### config.mk
export PLATFORM = sky130hd
export DESIGN_NAME = vanilla_interrupt_sequencer
export DESIGN_NICKNAME = d
export VERILOG_FILES = /design/src/rtl/vanilla_interrupt_sequencer.sv
export SDC_FILE = /design/constraint.sdc
export NUM_CORES = 1
export LEC_CHECK = 0
export CAP_MARGIN = 20
export CORE_UTILIZATION = 34
export DETAILED_ROUTE_END_ITERATION = 8
export GPL_TIMING_DRIVEN = 1
export PLACE_DENSITY = 0.75
export SYNTH_ARGS = -nofsm -noshare
export SYNTH_HDL_FRONTEND = slang
export SYNTH_SLANG_ARGS = --single-unit
### constraint.sdc
create_clock -name clk_i -period 1.7 [get_ports clk_i]
set_clock_uncertainty 0.2 [all_clocks]
set_input_delay 0.17 -clock clk_i [delete_from_list [all_inputs] [get_ports clk_i]]
set_output_delay 0.17 -clock clk_i [all_outputs]
set_load 0.01 [all_outputs]
### src/rtl/vanilla_interrupt_sequencer.sv
// Interrupt entry/exit sequencer: arms on a pending enabled interrupt, enters at a safe point,
// tracks handler residency and holds off re-entry after mret. Perf counters via INTR_SEQ_PERF_EN.
module vanilla_interrupt_sequencer #(
    parameter int unsigned                pc_width_p      = 22,
    parameter logic [pc_width_p-1:0]      remote_vector_p = pc_width_p'('h000010),
    parameter logic [pc_width_p-1:0]      trace_vector_p  = pc_width_p'('h000020),
    parameter int unsigned                holdoff_p       = 1
) (
    input  logic                  clk_i,
    input  logic                  reset_n_i,
    input  logic                  mstatus_mie_i,
    input  logic [1:0]            mip_i,
    input  logic [1:0]            mie_i,
    input  logic                  safe_point_i,
    input  logic                  instr_executed_i,
    input  logic                  mret_i,
    output logic                  interrupt_entered_o,
    output logic                  redirect_v_o,
    output logic [pc_width_p-1:0] redirect_pc_o,
    output logic [1:0]            cause_o,
`ifdef INTR_SEQ_PERF_EN
    output logic [31:0]           remote_count_o,
    output logic [31:0]           trace_count_o,
    output logic [31:0]           arm_wait_cycles_o,
`endif
    output logic                  in_handler_o
);

    localparam int unsigned cnt_width_lp = (holdoff_p + 1 <= 1) ? 1 : $clog2(holdoff_p + 1);

    typedef enum logic [2:0] {
        StIdle,
        StArm,
        StEnter,
        StHandler,
        StHoldoff
    } state_e;

    state_e                  state_q, state_d;
    logic [cnt_width_lp-1:0] cnt_q, cnt_d;
    logic [1:0]              cause_q, cause_d;

    logic pend;
    logic sel_remote;

    assign pend       = mstatus_mie_i & (|(mip_i & mie_i));
    assign sel_remote = mip_i[0] & mie_i[0];

    always_comb begin
        state_d = state_q;
        cnt_d   = cnt_q;
        cause_d = cause_q;
        unique case (state_q)
            StIdle: begin
                if (pend) state_d = StArm;
            end
            StArm: begin
                if (!pend) begin
                    state_d = StIdle;
                end else if (safe_point_i) begin
                    state_d = StEnter;
                    cause_d = sel_remote ? 2'b01 : 2'b10;
                end
            end
            // Entry is committed once the strobe is issued; pend is not re-examined.
            StEnter: state_d = StHandler;
            StHandler: begin
                if (mret_i) begin
                    if (holdoff_p == 0) begin
                        state_d = StIdle;
                    end else begin
                        state_d = StHoldoff;
                        cnt_d   = cnt_width_lp'(holdoff_p);
                    end
                end
            end
            StHoldoff: begin
                if (instr_executed_i) begin
                    cnt_d = cnt_q - cnt_width_lp'(1);
                    if (cnt_q == cnt_width_lp'(1)) state_d = StIdle;
                end
            end
            default: state_d = StIdle;
        endcase
    end

    always_ff @(posedge clk_i or negedge reset_n_i) begin
        if (!reset_n_i) begin
            state_q <= StIdle;
            cnt_q   <= '0;
            cause_q <= 2'b00;
        end else begin
            state_q <= state_d;
            cnt_q   <= cnt_d;
            cause_q <= cause_d;
        end
    end

    always_comb begin
        interrupt_entered_o = (state_q == StEnter);
        redirect_v_o        = (state_q == StEnter);
        in_handler_o        = (state_q == StHandler);
        cause_o             = cause_q;
        redirect_pc_o       = '0;
        if (state_q == StEnter) begin
            redirect_pc_o = cause_q[0] ? remote_vector_p : trace_vector_p;
        end
    end

`ifdef INTR_SEQ_PERF_EN
    always_ff @(posedge clk_i or negedge reset_n_i) begin
        if (!reset_n_i) begin
            remote_count_o    <= '0;
            trace_count_o     <= '0;
            arm_wait_cycles_o <= '0;
        end else begin
            if (state_q == StArm) arm_wait_cycles_o <= arm_wait_cycles_o + 32'd1;
            if (state_q == StEnter) begin
                if (cause_q[0]) remote_count_o <= remote_count_o + 32'd1;
                else            trace_count_o  <= trace_count_o + 32'd1;
            end
        end
    end
`endif

endmodule

# == After elaboration in Yosys (flattened, before gate mapping) ==
# Index checks and enable logic that the tools add are counted.
# word_totals
wordCells,35
ff_bits,6
ramBits,0
latch_bits,0
n_memories,0
romBits,0
# op_classes
n_reduce_logical,6
div,0
bitwise,3
n_mux,13
addsub,1
n_eq_ne,9
n_lt_le_gt_ge,0
n_mul,0
n_shift,0
# op_table
op,n
3-bit two-way mux,6
3-bit one-hot mux with 5 select lines,1
6-bit two-way mux,2
"2-bit != test, second input constant",4
"3-bit by 2-bit equality test with 1-bit output, second input constant",2
3-bit AND reduction,2
5-bit AND reduction,1
"3-bit by 1-bit equality test with 1-bit output, second input constant",1
"3-bit equality test, second input constant",1
3-bit logical NOT,1
"3-bit != test, second input constant",1
1-bit AND,2
2-bit AND,1
1-bit two-way mux,2
2-bit two-way mux,1
1-bit one-hot mux with 2 select lines,1
2-bit nonzero test,1
2-bit OR reduction,1
"1-bit subtractor, second input constant",1

# == Logic depth before layout (Yosys ltp) ==
# Gate-level depths: netlist (run 1).
# logic_depth
ltp_word,5
ltp_mapped,4
mapped_depth_nobuf,3

# == Worst setup path before layout (run 1) ==
# OpenSTA, ideal clock, no wires.
# synth_path
path_kind,flip-flop to output port
startpoint,register state_q[2]
endpoint,output port redirect_v_o
slack_ns,0.359
required_time_ns,1.330
t_arrival_ns,0.971
stages_incl_launch_ff,4
cell_sequence,dfrtp_1 -> and2b_1 -> and2_1 -> buf_4
# synth_via
elab_chain_cells,1
# synth_rtl
item,line,source
start: declaration,39,"state_e state_q, state_d;"
start signal: assignment,89,state_q <= StIdle;
start signal: assignment,93,state_q <= state_d;
3-bit by 2-bit equality test with 1-bit output,-,
end: declaration,18,"output logic redirect_v_o,"
# No other way between the ends.

# == Final worst setup path (run 1) ==
# layout_path
startpoint,register state_q[1]
endpoint,output port redirect_pc_o[5]
# layout_via
elab_chain_cells,2
# layout_rtl
item,line,source
3-bit by 2-bit equality test with 1-bit output,105,if (state_q == StEnter) begin
6-bit two-way mux,105,
end: declaration,19,"output logic [pc_width_p-1:0] redirect_pc_o,"
# No other way between the ends.

==> results of run 1 <==
[flip-flops by register name, summed over array words and instances, names as in the netlist]
| name | cells |
|---|---|
| state_q | 3 |
| cause_o | 2 |
| cnt_q | 1 |
[cells in the mapped netlist]
master,count
buf_6,1
nand3b_1,1
o32ai_1,1
and3_1,2
nand3_1,1
nor2_1,2
a32o_1,1
inv_1,2
and2_1,2
nand2b_1,1
o21ai_0,2
nand3b_4,1
and2b_1,2
conb_1,1
nor3_2,1
dfrtp_1,6
a22o_1,1
o211ai_1,1
nand2_1,6
nor3b_1,1
mux2i_1,1
buf_4,21
o32a_1,1
a21oi_1,1
[routing by layer]
| layer | track usage | up-vias |
|---|---|---|
| met1 | 0.141 | 191 |
| met3 | 0.0479 | 2 |
| li1 | - | 207 |
| met5 | 0 | - |
| met2 | 0.203 | 23 |
| met4 | 0.0726 | 0 |
[repair_timing]
| action | in CTS | in global routing |
|---|---|---|
| endpoints found under the hold margin | 6 | 0 |
| buffers inserted | 0 | 2 |
| hold buffers | 1 | 0 |
| resized for setup | 6 | 1 |
| endpoints found under the setup margin | 5 | 5 |
[logic make-up (layout without fill, tap and decap cells)]
kind of cell,after synthesis,in the layout,synth area share
compound gates,8,8,0.114
buf+inv,24,28,0.335
flops,6,6,0.285
mux,1,1,0.0190
other cells,1,20,0.00712
simple gates,20,20,0.240
[through the flow]
step | hold WS (ns) | cell area [sq um] | instances | setup slack (ns)
after floorplan | -0.326 | 598 | 79 | 0.359
after global placement | 0.237 | 638 | 92 | 0.0191
after detailed placement | 0.238 | 638 | 92 | -0.00764
after CTS | 0.309 | 666 | 96 | 0.0102
after global routing | 0.320 | 682 | 98 | 0.00610
final | 0.304 | 682 | 98 | 0.0340
[final timing paths]
check / slack [ns] / from / cells past startpoint / endpoint
setup reg to reg: 0.27 / state_q[1]$_DFFE_PN0P_ / 4 / state_q[2]$_DFFE_PN0P_
max in group asynchronous: 0.56 / reset_n_i / 2 / state_q[2]$_DFFE_PN0P_
hold / removal: 0.30 / cause_o[1]$_DFFE_PN0P_ / 1 / cause_o[1]$_DFFE_PN0P_
setup / recovery: 0.03 / state_q[1]$_DFFE_PN0P_ / 3 / redirect_pc_o[5]
min in group asynchronous: 0.51 / reset_n_i / 2 / state_q[0]$_DFFE_PN0P_
hold reg to reg: 0.30 / cause_o[1]$_DFFE_PN0P_ / 1 / cause_o[1]$_DFFE_PN0P_
[power groups by stage]
stage               clock network (W)  registers (W)  logic [W]
floorplan                           0       0.000245   0.000274
global placement                    0       0.000238   0.000439
detailed placement                  0       0.000240   0.000445
CTS                          0.000141       0.000238   0.000426
global route                 0.000149       0.000243   0.000495
finish                       0.000134       0.000237   0.000460
[area by class of cell]
cell class | count | area, sq um | share of cell area
Multi-Input combinational cell | 49 | 273 | 0.400
Timing Repair Buffer | 23 | 210 | 0.308
Sequential cell | 6 | 150 | 0.220
Clock buffer | 3 | 22.5 | 0.0330
Tap cell | 15 | 18.8 | 0.0275
Inverter | 2 | 7.51 | 0.0110
==> flow_metrics.tcl, run 1 <==
set metrics [dict create \
    status "finished clean" \
    grt_overflow 0 \
    hpwl_microns 769 \
    fin_crit_sh 0.980 \
    critPathRequiredTime_ns 1.33 \
    crit_family "simple AND/OR/NAND/NOR gates" \
    clk_pin_slew_ns 0.05 \
    track_usage 0.126 \
    vias 423 \
    ys_ff_latch 6 \
    syn_area_per_cell_sq_um 8.78 \
    wl_microns 946 \
    root_buffer "clkbuf_4" \
    clock_sinks 6 \
    fin_crit_ns 1.67 \
    post-route-util 0.499 \
    layout_commonest_cell "conb_1" \
    p_total_w 0.000831 \
    hold_viol 0 \
    drv_cap 0 \
    fp.dieH_microns 41.4 \
    numCtsBuffers 3 \
    die_width_microns 41.4 \
    fillCellCount 136 \
    htree_levels 1 \
    start_util 0.386 \
    ys.warnings.count 0 \
    antenna_found_initial 0 \
    yosys.area.top_type_share 0.299 \
    antenna_left 0 \
    wl_met2_microns 444 \
    die_area_sq_mm 0.00171 \
    dr.pass1.iters 4 \
    place.gp.congestion 0.798 \
    synth.cell_area_sq_um 527 \
    via_per_inst 4.32 \
    cts_tree "done" \
    syn2layout_area_growth_pct 29.5 \
    wirelength_met1_microns 419 \
    grt_pass1_wl_microns 1320 \
    endpoint_kind "output port" \
    io_buffers 16 \
    max-vdd-ir-drop_mv 0.864 \
    hold_class "reg2reg" \
    crit_path_max_fanout 5 \
    wl_per_cell_microns 9.65 \
    power_frac_seq 0.286 \
    p_comb_frac 0.553 \
    nets 95 \
    drc 0 \
    cp_num_buf_inv 1 \
    final_max_slew_viol_count 0 \
    arrival_ns 1.30 \
    rows 13 \
    intPower_w 0.000530 \
    yosys-top-cells-area "buf_4 30%, dfrtp_1 29%, nand2_1 4.3%" \
    p_clk_frac 0.162 \
    start_kind "flop" \
    wl_met3_microns 69 \
    top_layer "met4" \
    pwr_density_cell_mw_per_mm2 1220 \
    crit_chain "and2b_2, and3_1, dlygate4sd2_1" \
    io_pins 37 \
    slowest_delay_ns 0.37 \
    yosysTopAreaCell "buf_4" \
    drt_iter0_drc 6 \
    synth_seq_area_share 0.285 \
    rsz0062_at_grt "no" \
    fmax_ghz 0.600 \
    grt_start_max_net_pins 7 \
    grt_pass1_vias 321 \
    crit_type "reg2out" \
    core_area_sq_mm 0.00137 \
    timing.final.setup_violations 0 \
    clk_latency_ns 0.25 \
    swShare 0.362 \
    fin_tns_setup_ns 0 \
    layout-drive-gt1-share 0.145 \
    diodes 0 \
    switching_power_w 0.000301 \
    p_leak_nw 0.371 \
    crit_slowest_cell "dfrtp_1" \
    synthDistinctLibCells 24 \
    cts.path.max_buffers 2 \
    synth_cells 60 \
    final_cell_mix "20 x conb_1, 11 x clkdlybuf4s50_1, 6 x nand2_1, 6 x dfrtp_1, 6 x buf_4" \
]
No activity file was read; power rests on OpenSTA's default activity.
==> inputs of run 2 (changes only) <==
--- a/config.mk
+++ b/config.mk
@@ -6,10 +6,12 @@
 export NUM_CORES = 1
 export LEC_CHECK = 0
 export CAP_MARGIN = 20
-export CORE_UTILIZATION = 34
+export CELL_PAD_IN_SITES_DETAIL_PLACEMENT = 0
+export CELL_PAD_IN_SITES_GLOBAL_PLACEMENT = 1
+export CORE_UTILIZATION = 23
 export DETAILED_ROUTE_END_ITERATION = 8
 export GPL_TIMING_DRIVEN = 1
-export PLACE_DENSITY = 0.75
+export PLACE_DENSITY = 0.74
 export SYNTH_ARGS = -nofsm -noshare
 export SYNTH_HDL_FRONTEND = slang
 export SYNTH_SLANG_ARGS = --single-unit
==> run 2 against run 1 <==
Effect of this change: first-iteration DRC count rose by 83%; setup slack improved by 0.084 ns; register-to-register slack improved by 0.05 ns; routed wire length rose by 5.5%; sequential power fell by 3%; clock power fell by 4%; global-route usage fell by 4.3 points; die area rose by 45%; critical path type unchanged; critical endpoint unchanged; highest routed layer unchanged.
==> flow_metrics.tcl, run 2 (synthesized netlist as in run 1, its figures left out) <==
set metrics [dict create \
    via_per_inst 3.93 \
    drt_iter0_drc 11 \
    fin_crit_ns 1.58 \
    cp_num_buf_inv 2 \
    place.gp.congestion 0.700 \
    dpl-instance-area_sq_um 653 \
    hold_viol 0 \
    crit_chain "and2b_1, buf_4, and3_1, clkbuf_2" \
    drv_cap 0 \
    clock_sinks 6 \
    grt_pass1_wl_microns 1440 \
    crit_path_max_fanout 4 \
    root_buffer "clkbuf_4" \
    die_area_sq_mm 0.00249 \
    final_max_slew_viol_count 0 \
    rr_startpoint "state_q[1]$_DFFE_PN0P_" \
    worst_r2r_endpoint "state_q[2]$_DFFE_PN0P_" \
    io_pins 37 \
    wl_per_cell_microns 9.16 \
    dr.pass1.iters 4 \
    numCtsBuffers 3 \
    nets 94 \
    cp.depth 4 \
    crit_slowest_cell "dfrtp_1" \
    fillCellCount 236 \
    top_register "state_q" \
    wl_met2_microns 476 \
    arrival_ns 1.21 \
    htree_levels 1 \
    design_area_sq_um 672 \
    crit_type "reg2out" \
    track_usage 0.0831 \
    core_area_sq_mm 0.00206 \
    rows 16 \
    hold_class "reg2reg" \
    hpwl_microns 812 \
    grt_pass1_vias 364 \
    regArea_sq_um 150 \
    layout_commonest_cell "conb_1" \
    fin_crit_sh 0.930 \
    multi_input_area_sq_um 272 \
    die_width_microns 49.9 \
    clk_pin_slew_ns 0.05 \
    max-vdd-ir-drop_mv 0.448 \
    cts.path.max_buffers 2 \
    layout-drive-gt1-share 0.171 \
    antenna_found_initial 0 \
    critPathRequiredTime_ns 1.33 \
    crit_start "state_q[1]$_DFFE_PN0P_" \
    antenna_left 0 \
    grt_start_max_net_pins 7 \
    syn2layout_area_growth_pct 27.6 \
    clk_latency_ns 0.24 \
    slowest_delay_ns 0.37 \
    timing.reg2reg.worst_path_depth 4 \
    timing.final.setup_violations 0 \
    fmax_ghz 0.632 \
    start_kind "flop" \
    wl_microns 998 \
    endpoint_kind "output port" \
    largest_reg_flops 3 \
    pwr_density_cell_mw_per_mm2 1190 \
    p_leak_nw 0.357 \
    start_util 0.255 \
    r2r_slack_ns 0.32 \
    p_total_w 0.000797 \
    grt_overflow 0 \
    cts_tree "done" \
    fp.dieH_microns 49.9 \
    vias 428 \
    rsz0062_at_grt "no" \
    wirelength_met1_microns 422 \
    top_layer "met4" \
    fin_tns_setup_ns 0 \
    io_buffers 16 \
    endpoint "redirect_pc_o[5]" \
    status "finished clean" \
    final_cell_mix "20 x conb_1, 11 x clkdlybuf4s50_1, 6 x nand2_1, 6 x dfrtp_1, 5 x buf_4" \
    crit_family "flip-flops" \
    drc 0 \
    wl_met3_microns 71 \
    diodes 0 \
]
run 2: cell types whose count changed in the layout (fill, tap and decap cells not counted), sizes merged:
cell           delta
clkdlybuf4s15     -1
dlygate4sd2       -3
buf               -1
clkbuf            +4
run 2: layer usage:
layer  up-vias  global-route usage
li1        204                   -
met1       195              0.0865
met2        27               0.133
met3         2                   0
met4         0               0.114
met5         -                   0
run 2: area by class of cell:
type                       instances  share of cell area
tap                               27              0.0503
clock buffer                       3              0.0335
sequential                         6               0.223
timing repair buffer              22               0.277
multi-input combinational         49               0.404
inverter                           2              0.0112
run 2: how the worst min path moves through the flow:
stage	slack (ns)	start	depth (start not counted)	end
after floorplan	-0.33	reset_n_i	0	cause_o[0]$_DFFE_PN0P_
after global placement	0.23	reset_n_i	1	cnt_q$_DFFE_PN0P_
after detailed placement	0.24	reset_n_i	1	cnt_q$_DFFE_PN0P_
after CTS	0.31	cause_o[1]$_DFFE_PN0P_	1	cause_o[1]$_DFFE_PN0P_
after global routing	0.33	cause_o[1]$_DFFE_PN0P_	1	cause_o[1]$_DFFE_PN0P_
final	0.31	cause_o[1]$_DFFE_PN0P_	1	cause_o[1]$_DFFE_PN0P_
run 2: where the power goes:
group          total [W]  internal (W)  switching, W
clock network   0.000129     0.0000797     0.0000492
logic           0.000437      0.000228      0.000210
registers       0.000230      0.000198     0.0000324
run 2: stage by stage:
| stage | hold WS [ns] | instances | util | worst slack, ns |
|---|---|---|---|---|
| after floorplan | -0.326 | 79 | - | 0.359 |
| after CTS | 0.307 | 109 | 0.336 | 0.00806 |
| after global routing | 0.327 | 109 | 0.326 | 0.0633 |
| after detailed placement | 0.241 | 104 | 0.317 | 0.0411 |
| final | 0.305 | 109 | 0.326 | 0.118 |
| after global placement | 0.235 | 104 | 0.317 | 0.0743 |
run 2: what timing repair did:
item	in CTS	in global routing
buffers inserted	1	0
endpoints found under the setup margin	5	4
gates resized for setup	9	4
endpoints found under the hold margin	6	0
hold buffers	1	0
